==> src/rtl/spi_responder_if.sv <==
// spi_responder_if
//   Bundles the SPI pins and the local tx/rx handshakes of spi_responder.
//   Parameter n: frame width in bits.
//   slave modport  : the responder's view (pins and tx word in; miso, rx word,
//                    handshake pulses and status out).
//   master modport : the view of whatever drives the responder (SPI controller
//                    plus local producer/consumer).
//   Signals:
//     ss_n        active-low select
//     mosi        serial data in, MSB first
//     miso        serial data out, MSB first
//     tx_data     word to transmit
//     tx_valid    tx_data is offered
//     tx_ready    one-cycle pulse, offered word was taken
//     rx_data     last completed received word
//     rx_valid    one-cycle pulse, rx_data updated
//     busy        responder is not idle
//     frame_err   one-cycle pulse, select rose mid-word
//     tx_underrun one-cycle pulse, fill word loaded
interface spi_responder_if #(
  parameter int n = 8
);
  logic         ss_n;
  logic         mosi;
  logic         miso;
  logic [n-1:0] tx_data;
  logic         tx_valid;
  logic         tx_ready;
  logic [n-1:0] rx_data;
  logic         rx_valid;
  logic         busy;
  logic         frame_err;
  logic         tx_underrun;

  modport slave (
    input  ss_n, mosi, tx_data, tx_valid,
    output miso, tx_ready, rx_data, rx_valid, busy, frame_err, tx_underrun
  );

  modport master (
    output ss_n, mosi, tx_data, tx_valid,
    input  miso, tx_ready, rx_data, rx_valid, busy, frame_err, tx_underrun
  );
endinterface

==> src/rtl/spi_responder.sv <==
// spi_responder
//   SPI target: shifts a frame in on mosi while shifting the loaded tx word
//   out on miso, framed by the active-low select. Everything runs on the
//   rising edge of sclk.
//   Parameters: n (frame width, n >= 2), FILL (word sent when no tx word is
//   offered at a load point).
//   Ports:
//     sclk     SPI clock
//     n_reset  asynchronous, active-low reset
//     bus      spi_responder_if.slave (pins, tx/rx handshakes, status)
//   Build option: define SPI_RESPONDER_TRISTATE_EN to float miso while
//   deselected or in reset, so several responders can share one line.
module spi_responder #(
  parameter int           n    = 8,
  parameter logic [n-1:0] FILL = {n{1'b1}}
) (
  input  logic              sclk,
  input  logic              n_reset,
  spi_responder_if.slave    bus
);

  localparam int               CNT_W = $clog2(n);
  localparam logic [CNT_W-1:0] LAST  = CNT_W'(n - 1);

  typedef enum logic [1:0] {
    IDLE   = 2'd0,
    SHIFT  = 2'd1,
    RELOAD = 2'd2
  } state_t;

  state_t           state;
  logic [n-1:0]     sreg;
  logic [CNT_W-1:0] cnt;
  logic [n-1:0]     shifted;

  assign shifted = {sreg[n-2:0], bus.mosi};

  always_ff @(posedge sclk or negedge n_reset) begin
    if (!n_reset) begin
      state           <= IDLE;
      sreg            <= '0;
      cnt             <= '0;
      bus.rx_data     <= '0;
      bus.rx_valid    <= 1'b0;
      bus.tx_ready    <= 1'b0;
      bus.frame_err   <= 1'b0;
      bus.tx_underrun <= 1'b0;
    end else begin
      // NOTE: every register here uses <= so all branches see the values from
      // before this edge; the pulse outputs default low and are set for one
      // cycle only by the branch that raises them.
      bus.rx_valid    <= 1'b0;
      bus.tx_ready    <= 1'b0;
      bus.frame_err   <= 1'b0;
      bus.tx_underrun <= 1'b0;

      case (state)
        IDLE: begin
          if (!bus.ss_n) begin
            if (bus.tx_valid) begin
              sreg         <= bus.tx_data;
              bus.tx_ready <= 1'b1;
            end else begin
              sreg            <= FILL;
              bus.tx_underrun <= 1'b1;
            end
            cnt   <= '0;
            state <= SHIFT;
          end
        end

        SHIFT: begin
          // The last-bit edge completes the word even if select has just
          // risen; RELOAD then returns to IDLE.
          if (cnt == LAST) begin
            sreg         <= shifted;
            bus.rx_data  <= shifted;
            bus.rx_valid <= 1'b1;
            state        <= RELOAD;
          end else if (!bus.ss_n) begin
            sreg <= shifted;
            cnt  <= cnt + 1'b1;
          end else begin
            cnt           <= '0;
            bus.frame_err <= 1'b1;
            state         <= IDLE;
          end
        end

        RELOAD: begin
          if (!bus.ss_n) begin
            if (bus.tx_valid) begin
              sreg         <= bus.tx_data;
              bus.tx_ready <= 1'b1;
            end else begin
              sreg            <= FILL;
              bus.tx_underrun <= 1'b1;
            end
            cnt   <= '0;
            state <= SHIFT;
          end else begin
            state <= IDLE;
          end
        end

        default: state <= IDLE;
      endcase
    end
  end

  assign bus.busy = (state != IDLE);

`ifdef SPI_RESPONDER_TRISTATE_EN
  assign bus.miso = (!n_reset || bus.ss_n) ? 1'bz : sreg[n-1];
`else
  assign bus.miso = bus.ss_n ? 1'b0 : sreg[n-1];
`endif

endmodule
==> src/flat_wrapper.sv <==
// flat-port wrapper written by rule: the top's interface ports become plain ports
module spi_responder_flat 
#(
  parameter int           n    = 8,
  parameter logic [n-1:0] FILL = {n{1'b1}}
)
  (sclk, n_reset, bus_ss_n, bus_mosi, bus_tx_data, bus_tx_valid, bus_miso, bus_tx_ready, bus_rx_data, bus_rx_valid, bus_busy, bus_frame_err, bus_tx_underrun);
  spi_responder_if #(.n(n)) bus_i ();
  input  logic sclk;
  input  logic n_reset;
  input wire logic [$bits(bus_i.ss_n)-1:0] bus_ss_n;
  input wire logic [$bits(bus_i.mosi)-1:0] bus_mosi;
  input wire logic [$bits(bus_i.tx_data)-1:0] bus_tx_data;
  input wire logic [$bits(bus_i.tx_valid)-1:0] bus_tx_valid;
  output wire logic [$bits(bus_i.miso)-1:0] bus_miso;
  output wire logic [$bits(bus_i.tx_ready)-1:0] bus_tx_ready;
  output wire logic [$bits(bus_i.rx_data)-1:0] bus_rx_data;
  output wire logic [$bits(bus_i.rx_valid)-1:0] bus_rx_valid;
  output wire logic [$bits(bus_i.busy)-1:0] bus_busy;
  output wire logic [$bits(bus_i.frame_err)-1:0] bus_frame_err;
  output wire logic [$bits(bus_i.tx_underrun)-1:0] bus_tx_underrun;
  assign bus_i.ss_n = bus_ss_n;
  assign bus_i.mosi = bus_mosi;
  assign bus_i.tx_data = bus_tx_data;
  assign bus_i.tx_valid = bus_tx_valid;
  assign bus_miso = bus_i.miso;
  assign bus_tx_ready = bus_i.tx_ready;
  assign bus_rx_data = bus_i.rx_data;
  assign bus_rx_valid = bus_i.rx_valid;
  assign bus_busy = bus_i.busy;
  assign bus_frame_err = bus_i.frame_err;
  assign bus_tx_underrun = bus_i.tx_underrun;
  spi_responder #(.n(n), .FILL(FILL)) u_core (.sclk(sclk), .n_reset(n_reset), .bus(bus_i));
endmodule
==> config.mk <==
export PLATFORM = sky130hd
export DESIGN_NAME = spi_responder_flat
export DESIGN_NICKNAME = d
export VERILOG_FILES = /design/src/rtl/spi_responder_if.sv /design/src/rtl/spi_responder.sv /design/src/flat_wrapper.sv
export SDC_FILE = /design/constraint.sdc
export NUM_CORES = 1
export LEC_CHECK = 0
export BUFFER_PORTS_ARGS = -buffer_cell sky130_fd_sc_hd__buf_2
export CORE_MARGIN = 8
export CORE_UTILIZATION = 44
export CTS_CLUSTER_SIZE = 40
export DETAILED_ROUTE_END_ITERATION = 8
export PLACE_DENSITY = 0.76
export RECOVER_POWER = 100
export SLEW_MARGIN = 20
export SYNTH_ARGS = -nofsm -noshare
export SYNTH_HDL_FRONTEND = slang
export SYNTH_SLANG_ARGS = --single-unit
==> constraint.sdc <==
create_clock -name sclk -period 4.2 [get_ports sclk]
set_clock_uncertainty 0.1 [all_clocks]
set_input_delay 0.42 -clock sclk [delete_from_list [all_inputs] [get_ports sclk]]
set_output_delay 0.42 -clock sclk [all_outputs]
set_load 0.02 [all_outputs]
# [Word level (Yosys, flattened, before mapping)]
# Cells that the tools add are included.
[word_totals] ff_bits=25 word_cells=51 in_bits=13 out_inout_bits=14
[classes] addsub=1 mux=26 eq_ne=8 n_reduce_logical=8
[op_table] operator="8-bit 2-to-1 mux" n=4
[op_table] operator="8-bit case mux with 2 select lines" n=1
[op_table] operator="1-bit 2-to-1 mux" n=13
[op_table] operator="3-bit 2-to-1 mux" n=3
[op_table] operator="2-bit 2-to-1 mux" n=3
[op_table] operator="2-bit inequality test (second input constant)" n=3
[op_table] operator="3-bit by 2-bit inequality test with 1-bit output (second input constant)" n=2
[op_table] operator="2-bit case mux with 3 select lines" n=1
[op_table] operator="3-bit case mux with 2 select lines" n=1
[op_table] operator="3-bit AND reduction" n=2
[op_table] operator="2-bit AND reduction" n=2
[op_table] operator="2-bit nonzero test" n=2
[op_table] operator="3-bit by 1-bit adder with 3-bit output (second input constant)" n=1
[op_table] operator="3-bit == test (second input constant)" n=1
[op_table] operator="2-bit by 1-bit == test with 1-bit output (second input constant)" n=1
[op_table] operator="2-bit == test (second input constant)" n=1
[op_table] operator="2-bit logical NOT" n=1
[op_table] operator="2-bit OR reduction" n=1

# [Depth between registers and ports, before layout]
[logic_depth] ltp_word=4 mapped_depth=6 ltp_nobuf=5

# [Worst setup path after synthesis]
# No wires, ideal clock.
[synth_timing] kind="reg-to-reg" startpoint="reg u_core.cnt[0]" endpoint="reg u_core.bus.rx_data[1]" required_time_ps=3975 synth_period_minus_slack_ps=1665 t_arrival_ps=1441 path_stages_with_launch=6 setup_slack_ps=2535 setup_time_ps=125 path_buffers=1 path_cell_list="dfrtp_1 -> ha_1 -> ha_1 -> nand3b_1 -> buf_2 -> mux2_2"
[synth_between] elab_chain_cells=2
[synth_lines] item="start: declaration" line="spi_responder.sv:33" source="logic [CNT_W-1:0] cnt;"
[synth_lines] item="start signal: assignment" line="spi_responder.sv:82" source="cnt <= cnt + 1'b1;"
[synth_lines] item="3-bit == test" line="spi_responder.sv:75" source="if (cnt == LAST) begin"
[synth_lines] item="2-bit AND reduction (no line)"
[synth_lines] item="end signal: assignment" line="spi_responder.sv:77" source="bus.rx_data <= shifted;"
[synth_lines] item="end: declaration" line="spi_responder_if.sv:37" source="output miso, tx_ready, rx_data, rx_valid, busy, frame_err, tx_underrun"
# No other way between the ends.
# A chain may end at the register's enable or synchronous reset.

# [Worst setup path in the final report]
[layout_timing] startpoint="reg u_core.state[0]" endpoint="out bus_busy"
[layout_between] elab_chain_cells=1
[layout_lines] item="start: declaration" line="spi_responder.sv:31" source="state_t state;"
[layout_lines] item="start signal: assignment" line="spi_responder.sv:40" source="state <= IDLE;"
[layout_lines] item="start signal: assignment" line="spi_responder.sv:68" source="state <= SHIFT;"
[layout_lines] item="start signal: assignment" line="spi_responder.sv:79" source="state <= RELOAD;"
[layout_lines] item="2-bit nonzero test" line="spi_responder.sv:111" source="assign bus.busy = (state != IDLE);"
[layout_lines] item="end: declaration" line="flat_wrapper.sv:19" source="output wire logic [$bits(bus_i.busy)-1:0] bus_busy;"
# No other way between the ends.

==> impl_metrics.toml <==
[detailed_routing]
drc = 0
wl_per_cell_um = 14.5
firstDrtPassIters = 4
ant_nets = 0
viasPerCell = 5.24
vias = 817
drt_iter0_markers = 27
wirelength_um = 2260

[finish]
area_delta_synth_final_pct = 8.47
final_layout_size_suffix_gt1_share_pct = 18.4
nFillCells = 265
antenna_cells = 0
fin_util_pct = 48.9
fin_nets = 142
multi_input_area_sq_um = 490
regArea_sq_um = 626

[place]
numPortBuffers = 26
place.gp.congestion = 0.747
place_hpwl_um = 1640

[synth]
synth_area_leaders = "dfrtp_1 (52%), mux2_4 (9.9%), mux2_2 (6.5%)"
synthMuxAreaShare_pct = 17.4
synth_cell_type_count = 23
ys_seq_area_share_pct = 51.7
synth.cell_area_sq_mm = 0.00121
synth_top_area_cell = "dfrtp_1"
yosysWarnings = 0
yosysTopAreaCellShare_pct = 51.7
syn_avg_cell_area_sq_um = 12.0
yosys.area_share.simple_pct = 13.0
synth_top_family_by_area = "multiplexers"
syn_nets = 117
synthCells = 101
synth_compound_area_share_pct = 9.50
synth_fa_ha_area_share_pct = 3.10
ys_ff_latch = 25
synth_xor_area_share_pct = 0

[cts]
cts_buffers = 3
clk_pin_slew_worst_paths_ns = 0.13
cts-root-buf = "clkbuf_4"
cts.sinks = 25
insertion_delay_ns = 0.32
tritoncts = "yes"
clk_path_buf_depth = 2
h-tree-depth = 1

[hold_path]
holdPathStages = 2
hp-class = "primary input to register"

[critical_path]
slowest_delay_ns = 0.85
cp.required_ns = 3.68
cp_cell_sequence = "or2_2 > clkbuf_1"
crit_cells = 2
crit_family = "flip-flops"
cp_max_fo = 28
reg2reg_depth = 2
path_buf_inv = 1
endpoint_kind = "output pin"
cp_slowest_cell = "dfrtp_1"
critPathLaunchType = "register"
crit_type = "register to output pin"
arrival_ns = 1.62

[global_route]
use_met3_pct = 2.95
use_met1_pct = 11.9
grt_pass1_wl_um = 3770
grt_max_degree = 29
grt_most_used_layer = "met2"
antenna_found_initial = 0
grt_usage_pct = 10.6
grt-ovfl-total = 0
grt_pass1_vias = 838
globalRouteMet2Util_pct = 17.8

[floorplanning]
start_util_pct = 45.1
coreArea_sq_mm = 0.00269
fp.dieW_um = 68.5
die_h_um = 68.5
ios = 27
num_rows = 19
fp.dieArea_sq_mm = 0.00469

[sta]
rsz0062_at_grt = "false"
relSlewSlack_pct = 11.6
hold_violations = 0
setup_viol = 0
post-route-period-util_pct = 51.0
setup_tns_ns = 0
period_minus_slack_ns = 2.14
drv_slew = 0
tightest_slew_ns = 1.33
max_freq_mhz = 467

[run_status]
status = "finished clean"

[pwr]
powerDensity_mw_per_mm2 = 327
peakVddDrop_uv = 204
p_leak_nw = 0.622
combPwrFrac_pct = 12.0
netSwitchingPower_uw = 111
seq_power_share_pct = 63.3
swShare_pct = 25.9
pwr-share-clk_pct = 24.7
intPower_uw = 319

[run]
cap_violations = 0
[metal layers]
metal	part of all wire, %	vias up
li1	-	395
met1	41	398
met2	50	20
met3	7.5	4
met4	1.6	0
met5	0	-
[sequential cells by signal, summed over array words and instances (netlist names)]
name                    cells
u_core.bus.frame_err        1
u_core.bus.rx_data          8
u_core.bus.rx_valid         1
u_core.bus.tx_ready         1
u_core.bus.tx_underrun      1
u_core.cnt                  3
u_core.sreg                 8
u_core.state                2
[kinds of logic after synthesis]
family | Yosys count
simple gates | 29
flops | 25
compound gates | 18
mux | 16
buf+inv | 10
fa+ha+maj | 3
[synthesized netlist by cell type]
cell type   n
or4_1       1
dfrtp_1    25
nand3b_1    1
nand2_1    10
buf_4       1
or2_2       1
mux2_1      1
and4bb_2    1
nor2b_1    10
ha_1        3
a22o_1      4
o41ai_1     2
buf_6       3
nor3b_1     1
o21a_1      1
o21ai_0    11
nor3_1      1
inv_1       3
nor2_1      3
clkbuf_1    2
mux2_2      7
mux2_4      8
buf_2       1
[cells in the final DEF, fill, tap and decap left out, drive strengths merged]
cell	instances
a22o	4
and4bb	1
buf	11
clkbuf	19
dfrtp	25
dlygate4sd3	1
ha	3
inv	3
mux2	16
nand2	10
nand3b	1
nor2	3
nor2b	10
nor3	1
nor3b	1
o21a	1
o21ai	11
o41ai	2
or2	1
or4	1
[power groups by stage]
stage          clock [mW]  combinational (mW)  sequential, mW
2_1_floorplan           0              0.0465           0.273
3_3_place_gp            0              0.0621           0.275
3_5_place_dp            0              0.0643           0.277
4_1_cts             0.109              0.0652           0.272
5_1_grt             0.120              0.0598           0.275
6_report            0.106              0.0516           0.272
[worst paths after layout]
| kind | from | endpoint | slack, ns |
|---|---|---|---|
| max | u_core.state[0]$_DFFE_PN0P_ | bus_busy | 2.06 |
| min | bus_mosi | u_core.bus.rx_data[0]$_DFFE_PN0P_ | 0.22 |
| max reg2reg | u_core.state[0]$_DFFE_PN0P_ | u_core.bus.rx_data[0]$_DFFE_PN0P_ | 2.20 |
| min reg2reg | u_core.bus.rx_data[0]$_DFFE_PN0P_ | u_core.bus.rx_data[0]$_DFFE_PN0P_ | 0.40 |
| max in group asynchronous | n_reset | u_core.sreg[7]$_DFFE_PN0P_ | 2.42 |
| min in group asynchronous | n_reset | u_core.bus.rx_data[4]$_DFFE_PN0P_ | 0.81 |
[what timing repair did]
| action | 4_1_cts | 5_1_grt |
|---|---|---|
| hold buffers | 1 | 0 |
| endpoints found under the hold margin | 25 | 0 |
| endpoints found under the setup margin | 0 | 0 |
| resized for setup | 0 | 0 |
| buffers inserted | 0 | 0 |
[stage by stage]
step                power [mW]  worst slack (ns)  cells  hold WS [ns]  cell area [sq um]
floorplan                0.319              2.53    101        0.0244               1210
global placement         0.338              2.28    151         0.332               1330
detailed placement       0.341              2.21    151         0.341               1330
CTS                      0.447              2.11    156         0.213               1360
global route             0.455              1.94    156         0.220               1310
finish                   0.430              2.06    156         0.219               1310
[final cells by class]
cell class | count | share of cell area [%]
Sequential cell | 25 | 47.6
Timing Repair Buffer | 27 | 9.24
Inverter | 3 | 0.857
Multi-Input combinational cell | 66 | 37.3
Clock buffer | 4 | 2.00
Tap cell | 31 | 2.95
Power figures use the tool's default switching activity.
